==> src/rtl/ov7670_sccb_config.sv <==
// OV7670 register-table sequencer: walks a {addr,data} ROM from index 0 and issues
// one 3-phase SCCB write per entry until the 16'hFFFF terminator or index 63.
module ov7670_sccb_config #(
  parameter int          CLK_HZ            = 24000000,
  parameter int          SCCB_HZ           = 100000,
  parameter logic [7:0]  DEVICE_ADDR       = 8'h42,
  parameter int          RESET_WAIT_CYCLES = 24000
) (
  input  logic        i_clk,
  input  logic        i_rst,
  input  logic        i_start,
  output logic [5:0]  o_reg_index,
  input  logic [15:0] i_addr_data,
  output logic        o_sioc,
  output logic        o_siod_oe,
  output logic        o_busy,
  output logic        o_done
);

  localparam int Q    = CLK_HZ / (4 * SCCB_HZ);
  localparam int CMAX = (RESET_WAIT_CYCLES > 4 * Q) ? RESET_WAIT_CYCLES : 4 * Q;
  localparam int CW   = $clog2(CMAX + 1);
  localparam logic [CW-1:0] C_Q     = CW'(Q - 1);
  localparam logic [CW-1:0] C_2Q    = CW'(2 * Q - 1);
  localparam logic [CW-1:0] C_4Q    = CW'(4 * Q - 1);
  localparam logic [CW-1:0] C_WAIT  = CW'(RESET_WAIT_CYCLES - 1);
  localparam logic [CW-1:0] C_FETCH = CW'(2);

  typedef enum logic [2:0] {
    S_IDLE, S_FETCH, S_CHECK, S_START, S_BITS, S_STOP, S_GAP, S_WAIT
  } state_t;

  state_t        r_state, w_state;
  logic [CW-1:0] r_cnt, w_cnt;
  logic [1:0]    r_qtr, w_qtr;
  logic [4:0]    r_slot, w_slot;
  logic [15:0]   r_shadow, w_shadow;
  logic [5:0]    r_idx, w_idx;
  logic          r_sioc, w_sioc;
  logic          r_oe, w_oe;
  logic          r_busy, w_busy;
  logic          r_done, w_done;
  logic          w_adv;
  logic [26:0]   w_frame;

  // 9th slot of each byte is the ACK slot: a 1 here means SIOD released.
  assign w_frame = {DEVICE_ADDR, 1'b1, r_shadow[15:8], 1'b1, r_shadow[7:0], 1'b1};

  always_comb begin
    w_state  = r_state;
    w_cnt    = r_cnt + CW'(1);
    w_qtr    = r_qtr;
    w_slot   = r_slot;
    w_shadow = r_shadow;
    w_idx    = r_idx;
    w_sioc   = r_sioc;
    w_oe     = r_oe;
    w_busy   = r_busy;
    w_done   = r_done;
    w_adv    = 1'b0;
    case (r_state)
      S_IDLE: begin
        w_cnt  = '0;
        w_sioc = 1'b1;
        w_oe   = 1'b0;
        if (i_start) begin
          w_busy  = 1'b1;
          w_done  = 1'b0;
          w_idx   = '0;
          w_state = S_FETCH;
        end
      end
      S_FETCH: if (r_cnt == C_FETCH) begin
        w_shadow = i_addr_data;
        w_cnt    = '0;
        w_state  = S_CHECK;
      end
      S_CHECK: begin
        w_cnt = '0;
        if (r_shadow == 16'hFFFF) begin
          w_state = S_IDLE;
          w_busy  = 1'b0;
          w_done  = 1'b1;
        end else begin
          w_state = S_START;
          w_sioc  = 1'b1;
          w_oe    = 1'b1;
        end
      end
      S_START: if (r_cnt == C_2Q) begin
        w_state = S_BITS;
        w_cnt   = '0;
        w_qtr   = '0;
        w_slot  = '0;
        w_sioc  = 1'b0;
        w_oe    = ~w_frame[26];
      end
      S_BITS: if (r_cnt == C_Q) begin
        w_cnt = '0;
        w_qtr = r_qtr + 2'd1;
        if (r_qtr == 2'd1) w_sioc = 1'b1;
        else if (r_qtr == 2'd3) begin
          w_sioc = 1'b0;
          if (r_slot == 5'd26) begin
            w_state = S_STOP;
            w_oe    = 1'b1;
          end else begin
            w_slot = r_slot + 5'd1;
            w_oe   = ~w_frame[5'd25 - r_slot];
          end
        end
      end
      S_STOP: if (r_cnt == C_Q) begin
        w_cnt = '0;
        w_qtr = r_qtr + 2'd1;
        case (r_qtr)
          2'd0:    w_sioc  = 1'b1;
          2'd1:    w_oe    = 1'b0;
          2'd3:    w_state = S_GAP;
          default: ;
        endcase
      end
      S_GAP: if (r_cnt == C_4Q) begin
        w_cnt = '0;
        if (r_shadow == 16'h1280 && RESET_WAIT_CYCLES > 0) w_state = S_WAIT;
        else w_adv = 1'b1;
      end
      S_WAIT: if (r_cnt == C_WAIT) w_adv = 1'b1;
      default: w_state = S_IDLE;
    endcase
    // Index 63 is the last slot the ROM can address, so stop rather than wrap.
    if (w_adv) begin
      w_cnt = '0;
      if (r_idx == 6'd63) begin
        w_state = S_IDLE;
        w_busy  = 1'b0;
        w_done  = 1'b1;
      end else begin
        w_idx   = r_idx + 6'd1;
        w_state = S_FETCH;
      end
    end
  end

  always_ff @(posedge i_clk or posedge i_rst) begin
    if (i_rst) begin
      r_state  <= S_IDLE;
      r_cnt    <= '0;
      r_qtr    <= '0;
      r_slot   <= '0;
      r_shadow <= '0;
      r_idx    <= '0;
      r_sioc   <= 1'b1;
      r_oe     <= 1'b0;
      r_busy   <= 1'b0;
      r_done   <= 1'b0;
    end else begin
      r_state  <= w_state;
      r_cnt    <= w_cnt;
      r_qtr    <= w_qtr;
      r_slot   <= w_slot;
      r_shadow <= w_shadow;
      r_idx    <= w_idx;
      r_sioc   <= w_sioc;
      r_oe     <= w_oe;
      r_busy   <= w_busy;
      r_done   <= w_done;
    end
  end

  assign o_reg_index = r_idx;
  assign o_sioc      = r_sioc;
  assign o_siod_oe   = r_oe;
  assign o_busy      = r_busy;
  assign o_done      = r_done;

endmodule
==> config.mk <==
export PLATFORM = sky130hd
export DESIGN_NAME = ov7670_sccb_config
export DESIGN_NICKNAME = d
export VERILOG_FILES = /design/src/rtl/ov7670_sccb_config.sv
export SDC_FILE = /design/constraint.sdc
export NUM_CORES = 1
export LEC_CHECK = 0
export ABC_AREA = 1
export CORE_UTILIZATION = 42
export DETAILED_ROUTE_END_ITERATION = 8
export PLACE_DENSITY = 0.72
export SLEW_MARGIN = 20
export SYNTH_ARGS = -nofsm -noshare
export SYNTH_HDL_FRONTEND = slang
export SYNTH_SLANG_ARGS = --single-unit
==> constraint.sdc <==
create_clock -name i_clk -period 2.6 [get_ports i_clk]
set_clock_uncertainty 0.2 [all_clocks]
set_input_delay 0.39 -clock i_clk [delete_from_list [all_inputs] [get_ports i_clk]]
set_output_delay 0.39 -clock i_clk [all_outputs]
set_load 0.03 [all_outputs]
### Yosys cells after proc, flatten, opt, wreduce, memory -nomap -nowiden

Cells that the tools add are included.

| cells by class | value |
|---|---|
| bitwise logic cells | 1 |
| reductions and logical operators | 14 |
| muxes and demuxes | 66 |
| $add $sub $neg | 5 |
| $lt $le $gt $ge | 1 |
| eq/ne operators | 40 |

Operator list:

| kind | number |
|---|---|
| 15-bit two-way mux | 5 |
| 15-bit case mux with 5 select lines | 1 |
| 3-bit two-way mux | 12 |
| 3-bit != test (second input constant) | 12 |
| 1-bit two-way mux | 27 |
| 5-bit two-way mux | 5 |
| 6-bit two-way mux | 4 |
| 3-bit case mux with 7 select lines | 1 |
| 16-bit by 13-bit equality test with 1-bit output (second input constant) | 1 |
| 16-bit equality test (second input constant) | 1 |
| 2-bit != test (second input constant) | 8 |
| 15-bit by 1-bit adder with 15-bit output (second input constant) | 1 |
| 15-bit equality test (second input constant) | 1 |
| 15-bit by 2-bit equality test with 1-bit output (second input constant) | 1 |
| 15-bit by 6-bit equality test with 1-bit output (second input constant) | 1 |
| 15-bit by 7-bit equality test with 1-bit output (second input constant) | 1 |
| 15-bit by 8-bit equality test with 1-bit output (second input constant) | 1 |
| 3-bit equality test (second input constant) | 4 |
| 12-bit AND reduction | 1 |
| 1-bit case mux with 5 select lines | 2 |
| 5-bit case mux with 2 select lines | 1 |
| 8-bit AND reduction | 1 |
| 8-bit nonzero test | 1 |
| 7-bit AND reduction | 1 |
| other kinds (25) | 33 |

| word-level totals | value |
|---|---|
| output and inout port bits | 10 |
| input bits | 19 |
| register bits | 51 |

### Longest topological paths before layout

| depth | value |
|---|---|
| depth in word-level cells | 9 |
| mapped depth | 14 |
| mapped depth without buffers | 13 |

### Worst setup path after synthesis

OpenSTA, ideal clock, no wires.

| path | value |
|---|---|
| path kind | register to register |
| from | register r_slot[0] |
| to | register r_slot[2] |
| slack | 655 ps |
| arrival | 1626 ps |
| clock period less this slack | 1945 ps |
| stages on the path, launching flop included | 10 |
| path buffers | 2 |
| required time | 2282 ps |
| cells stage by stage | dfrtp_1 > buf_2 > inv_1 > buf_2 > ha_1 > nand4_1 > a21oi_1 > nor3_4 > or2_1 > nand2_1 |

| between the ends | value |
|---|---|
| longest elaborated chain between the ends | 6 |

RTL lines:

| item | RTL line | source |
|---|---|---|
| from (decl) | 36 | `logic [4:0] r_slot, w_slot;` |
| from (signal assigned) | 161 | `r_slot <= w_slot;` |
| 5-bit by 1-bit adder with 5-bit output | 108 | `w_slot = r_slot + 5'd1;` |
| 5-bit two-way mux | 104 | `if (r_slot == 5'd26) begin` |
| 5-bit two-way mux | 102 | `else if (r_qtr == 2'd3) begin` |
| 5-bit two-way mux | 101 | `if (r_qtr == 2'd1) w_sioc = 1'b1;` |
| 5-bit two-way mux | 98 | `S_BITS: if (r_cnt == C_Q) begin` |
| 5-bit case mux with 2 select lines | 61 | `case (r_state)` |

Parallel ways exist; a longest one is shown, timed or not. The select of a mux whose other input is x is not followed.
A chain may end at the register's enable or synchronous reset.

### Worst setup path in the final report

| path | value |
|---|---|
| from | register r_slot[0] |
| to | register r_state[0] |

| between the ends | value |
|---|---|
| longest elaborated chain between the ends | 3 |

RTL lines:

| item | RTL line | source |
|---|---|---|
| 5-bit equality test | 104 |  |
| 3-bit != test (no line) | n/a |  |
| 12-bit AND reduction (no line) | n/a |  |
| to (signal assigned) | 158 | `r_state <= w_state;` |
| to (decl) | 33 | `state_t r_state, w_state;` |

Every way passes these cells.

==> load_flow_metrics.sql <==
INSERT INTO impl_metrics (metric_group, metric, value, unit) VALUES
('outcome', 'status', 'completed', ''),
('routing', 'route.final.wire_length', '6840', 'um'),
('routing', 'dr_wl_met3', '236', 'um'),
('worst_setup_path', 'crit_path_end', 'r_state[0]', ''),
('worst_setup_path', 'critical_path_rt', '2.64', 'ns'),
('logic_synthesis', 'netlist-cell-type-count', '33', ''),
('final_layout', 'multi_input_area', '1830', 'um2'),
('sta', 'rsz0062_at_grt', 'no', ''),
('routing', 'routed-via-count', '2965', ''),
('worst_setup_path', 'regToRegStartpoint', 'r_slot[0]', ''),
('floorplan', 'fp.dieArea', '8440', 'um2'),
('routing', 'ant_nets', '0', ''),
('worst_hold_path', 'min-delay-path-class', 'primary input to asynchronous set/reset pin', ''),
('global_routing', 'number_of_antenna_violations_at_the_first_check_in_global_routing', '0', ''),
('logic_synthesis', 'synth_xor_area_share', '3.61', '%'),
('floorplan', 'design.portCount', '29', ''),
('worst_setup_path', 'crit_path_start', 'r_slot[0]', ''),
('logic_synthesis', 'synth.ff_latch_count', '51', ''),
('logic_synthesis', 'synth_compound_area_share', '4.80', '%'),
('cts', 'clock_latency', '0.30', 'ns'),
('floorplan', 'core_area', '7770', 'um2'),
('global_routing', 'wire_length_of_the_first_global_routing_pass', '12300', 'um'),
('worst_setup_path', 'critical-path-max-stage-delay', '0.50', 'ns'),
('sta', 'worst_slew_pin_slew', '0.605', 'ns'),
('worst_setup_path', 'regToRegEndpoint', 'r_state[0]', ''),
('worst_setup_path', 'ff2ff_setup_slack', '0.41', 'ns'),
('routing', 'detail_route.first_pass.iterations', '4', ''),
('final_layout', 'finalNonFillerCells', '601', ''),
('power', 'power.share.combinational', '42.3', '%'),
('worst_setup_path', 'path_cells', 'inv_1, ha_1, nand4_1, nand2_1, nand2_1, nor2_1, nand2_1, inv_1, nand3_1, nand2_1, nand2_1, nand2_1', ''),
('worst_setup_path', 'crit_path_end_kind', 'flip-flop', ''),
('placed_design', 'numPlacedInstances', '594', ''),
('cts', 'clkSinkCount', '51', ''),
('logic_synthesis', 'post_synth_and_or_nand_nor_area_fraction', '35.7', '%'),
('power', 'power_frac_clock', '17.1', '%'),
('logic_synthesis', 'yosys.area_share.adder', '4.43', '%'),
('sta', 'total_negative_slack_for_setup_checks', '0', 'ns'),
('power', 'power.share.sequential', '40.6', '%'),
('logic_synthesis', 'synth_area', '3390', 'um2'),
('routing', 'drt_iter0_drc', '135', ''),
('logic_synthesis', 'syn_inst', '470', ''),
('logic_synthesis', 'synth_top_family_by_area', 'simple AND/OR/NAND/NOR gates', ''),
('power', 'power.total', '3.10', 'mW'),
('power', 'power_switching_share', '41.5', '%'),
('logic_synthesis', 'yosysWarnings', '0', ''),
('worst_setup_path', 'critPathArrivalTime', '2.23', 'ns'),
('routing', 'highest_layer', 'met4', ''),
('logic_synthesis', 'avgSynthCellArea', '7.22', 'um2'),
('run', 'max_cap_violations', '0', ''),
('sta', 'post-route-worst-setup-slack', '0.406', 'ns'),
('global_routing', 'globalRouteOverflowTotal', '0', ''),
('sta', 'setup_viol', '0', ''),
('power', 'pwr_density_cell', '803', 'nW/um2'),
('sta', 'whs', '0.239', 'ns'),
('power', 'p_leak', '1.80', 'nW'),
('routing', 'route.detailed.drc', '0', ''),
('routing', 'met2_wirelength', '3140', 'um'),
('placed_design', 'buffer_ports.inserted', '28', ''),
('routing', 'routedWlPerCell', '11.4', 'um'),
('cts', 'numCtsBuffers', '5', ''),
('routing', 'met1_wirelength', '3400', 'um'),
('cts', 'max-clock-path-buffers', '2', ''),
('worst_setup_path', 'critical_path.max_fanout', '13', ''),
('final_layout', 'seq_area', '1280', 'um2'),
('power', 'total_switching_power', '1.29', 'mW'),
('logic_synthesis', 'proportion_of_synthesized_area_in_mux_cells', '5.31', '%'),
('worst_setup_path', 'path_class', 'flip-flop to flip-flop', ''),
('placed_design', 'place_worst_setup_slack', '0.438', 'ns'),
('global_routing', 'grt_pass1_vias', '2748', ''),
('final_layout', 'area.growth.synth_to_final', '14.0', '%'),
('logic_synthesis', 'synth_fp_nets', '501', '');
-- Yosys cell counts (all sizes together) --
library cell / number / area [um2]
nor2: 77 / 309
o211ai: 1 / 7.51
inv: 61 / 229
dfrtp: 50 / 1250
nor4: 2 / 12.5
nor3: 14 / 96.4
xor2: 13 / 114
dfstp: 1 / 26.3
nand3: 47 / 235
a21oi: 5 / 25.0
nand2: 125 / 489
buf: 7 / 50.1
clkinv: 1 / 3.75
clkbuf: 1 / 3.75
nand4: 7 / 43.8
nand3b: 1 / 7.51
ha: 12 / 150
mux2: 16 / 180
or2: 3 / 18.8
o21ai: 23 / 115
xnor2: 1 / 8.76
o31ai: 2 / 15.0
-- stage by stage --
step | instance area [um2] | utilization, %
finish | 3870 | 49.8
global route | 3870 | 49.8
CTS | 3870 | 49.8
detailed placement | 3760 | 48.4
global placement | 3760 | 48.4
floorplan | 3390 | -
-- logic make-up after synthesis --
group                    count (synthesis)
AND/OR/NAND/NOR                        276
AO/OA/AOI/OAI                           31
flip-flops                              51
XOR/XNOR                                14
buffers and inverters                   70
adder cells (fa/ha/maj)                 12
multiplexers                            16
-- power by group through the flow --
| stage | logic, mW | registers, mW | clock network, mW |
|---|---|---|---|
| after floorplan | 1.08 | 1.22 | 0 |
| after global placement | 1.28 | 1.27 | 0 |
| after detailed placement | 1.32 | 1.27 | 0 |
| after CTS | 1.32 | 1.26 | 0.552 |
| after global routing | 1.51 | 1.29 | 0.579 |
| final | 1.31 | 1.26 | 0.531 |
-- sequential cells by signal, indices dropped and copies added, names as in the netlist --
name	cells
o_reg_index	6
o_done	1
r_qtr	2
o_busy	1
r_state	3
r_slot	5
r_cnt	15
o_siod_oe	1
r_shadow	16
o_sioc	1
-- worst max-delay path: cells and delay by family (launching register included) --
| family | cells | cell delay, ns |
|---|---|---|
| adders and majority gates | 1 | 0.21 |
| buffers and inverters | 2 | 0.40 |
| DFF | 1 | 0.50 |
| and+or+nand+nor | 9 | 0.82 |
-- per-layer routing --
| layer | track usage [%] | vias up |
|---|---|---|
| met1 | 25.1 | 1356 |
| met5 | 0 | - |
| met4 | 3.91 | 0 |
| li1 | - | 1548 |
| met3 | 1.99 | 6 |
| met2 | 29.0 | 55 |
-- cells in the final DEF, fill, tap and decap left out, types with 3 or more instances in the layout --
master,count
sky130_fd_sc_hd__nand2_1,121
sky130_fd_sc_hd__nor2_1,71
sky130_fd_sc_hd__inv_1,58
sky130_fd_sc_hd__dfrtp_1,50
sky130_fd_sc_hd__nand3_1,47
sky130_fd_sc_hd__clkdlybuf4s50_1,28
sky130_fd_sc_hd__o21ai_0,22
sky130_fd_sc_hd__mux2_2,16
sky130_fd_sc_hd__xor2_1,13
sky130_fd_sc_hd__ha_1,12
sky130_fd_sc_hd__nor3_1,10
sky130_fd_sc_hd__nand4_1,7
sky130_fd_sc_hd__nor2_2,5
sky130_fd_sc_hd__a21oi_1,5
sky130_fd_sc_hd__clkbuf_8,5
sky130_fd_sc_hd__inv_2,3
sky130_fd_sc_hd__nor3_2,3
-- cell type report --
cell class | count | area share, %
multi-input combinational | 349 | 47.3
clock buffer | 5 | 1.78
tap | 102 | 3.30
sequential | 51 | 33.0
clock inverter | 2 | 0.971
timing repair buffer | 30 | 7.64
inverter | 62 | 6.02
-- worst min-delay path by stage --
| stage | from | endpoint | slack, ns |
|---|---|---|---|
| 4_1_cts | i_rst | r_shadow[7] | 0.25 |
| 2_1_floorplan | r_cnt[0] | r_cnt[0] | 0.25 |
| 3_5_place_dp | o_sioc | o_sioc | 0.26 |
| 6_report | i_rst | r_shadow[7] | 0.24 |
| 3_3_place_gp | o_sioc | o_sioc | 0.25 |
| 5_1_grt | i_rst | r_shadow[7] | 0.27 |
Note: power is estimated with default switching activity, not from simulation.
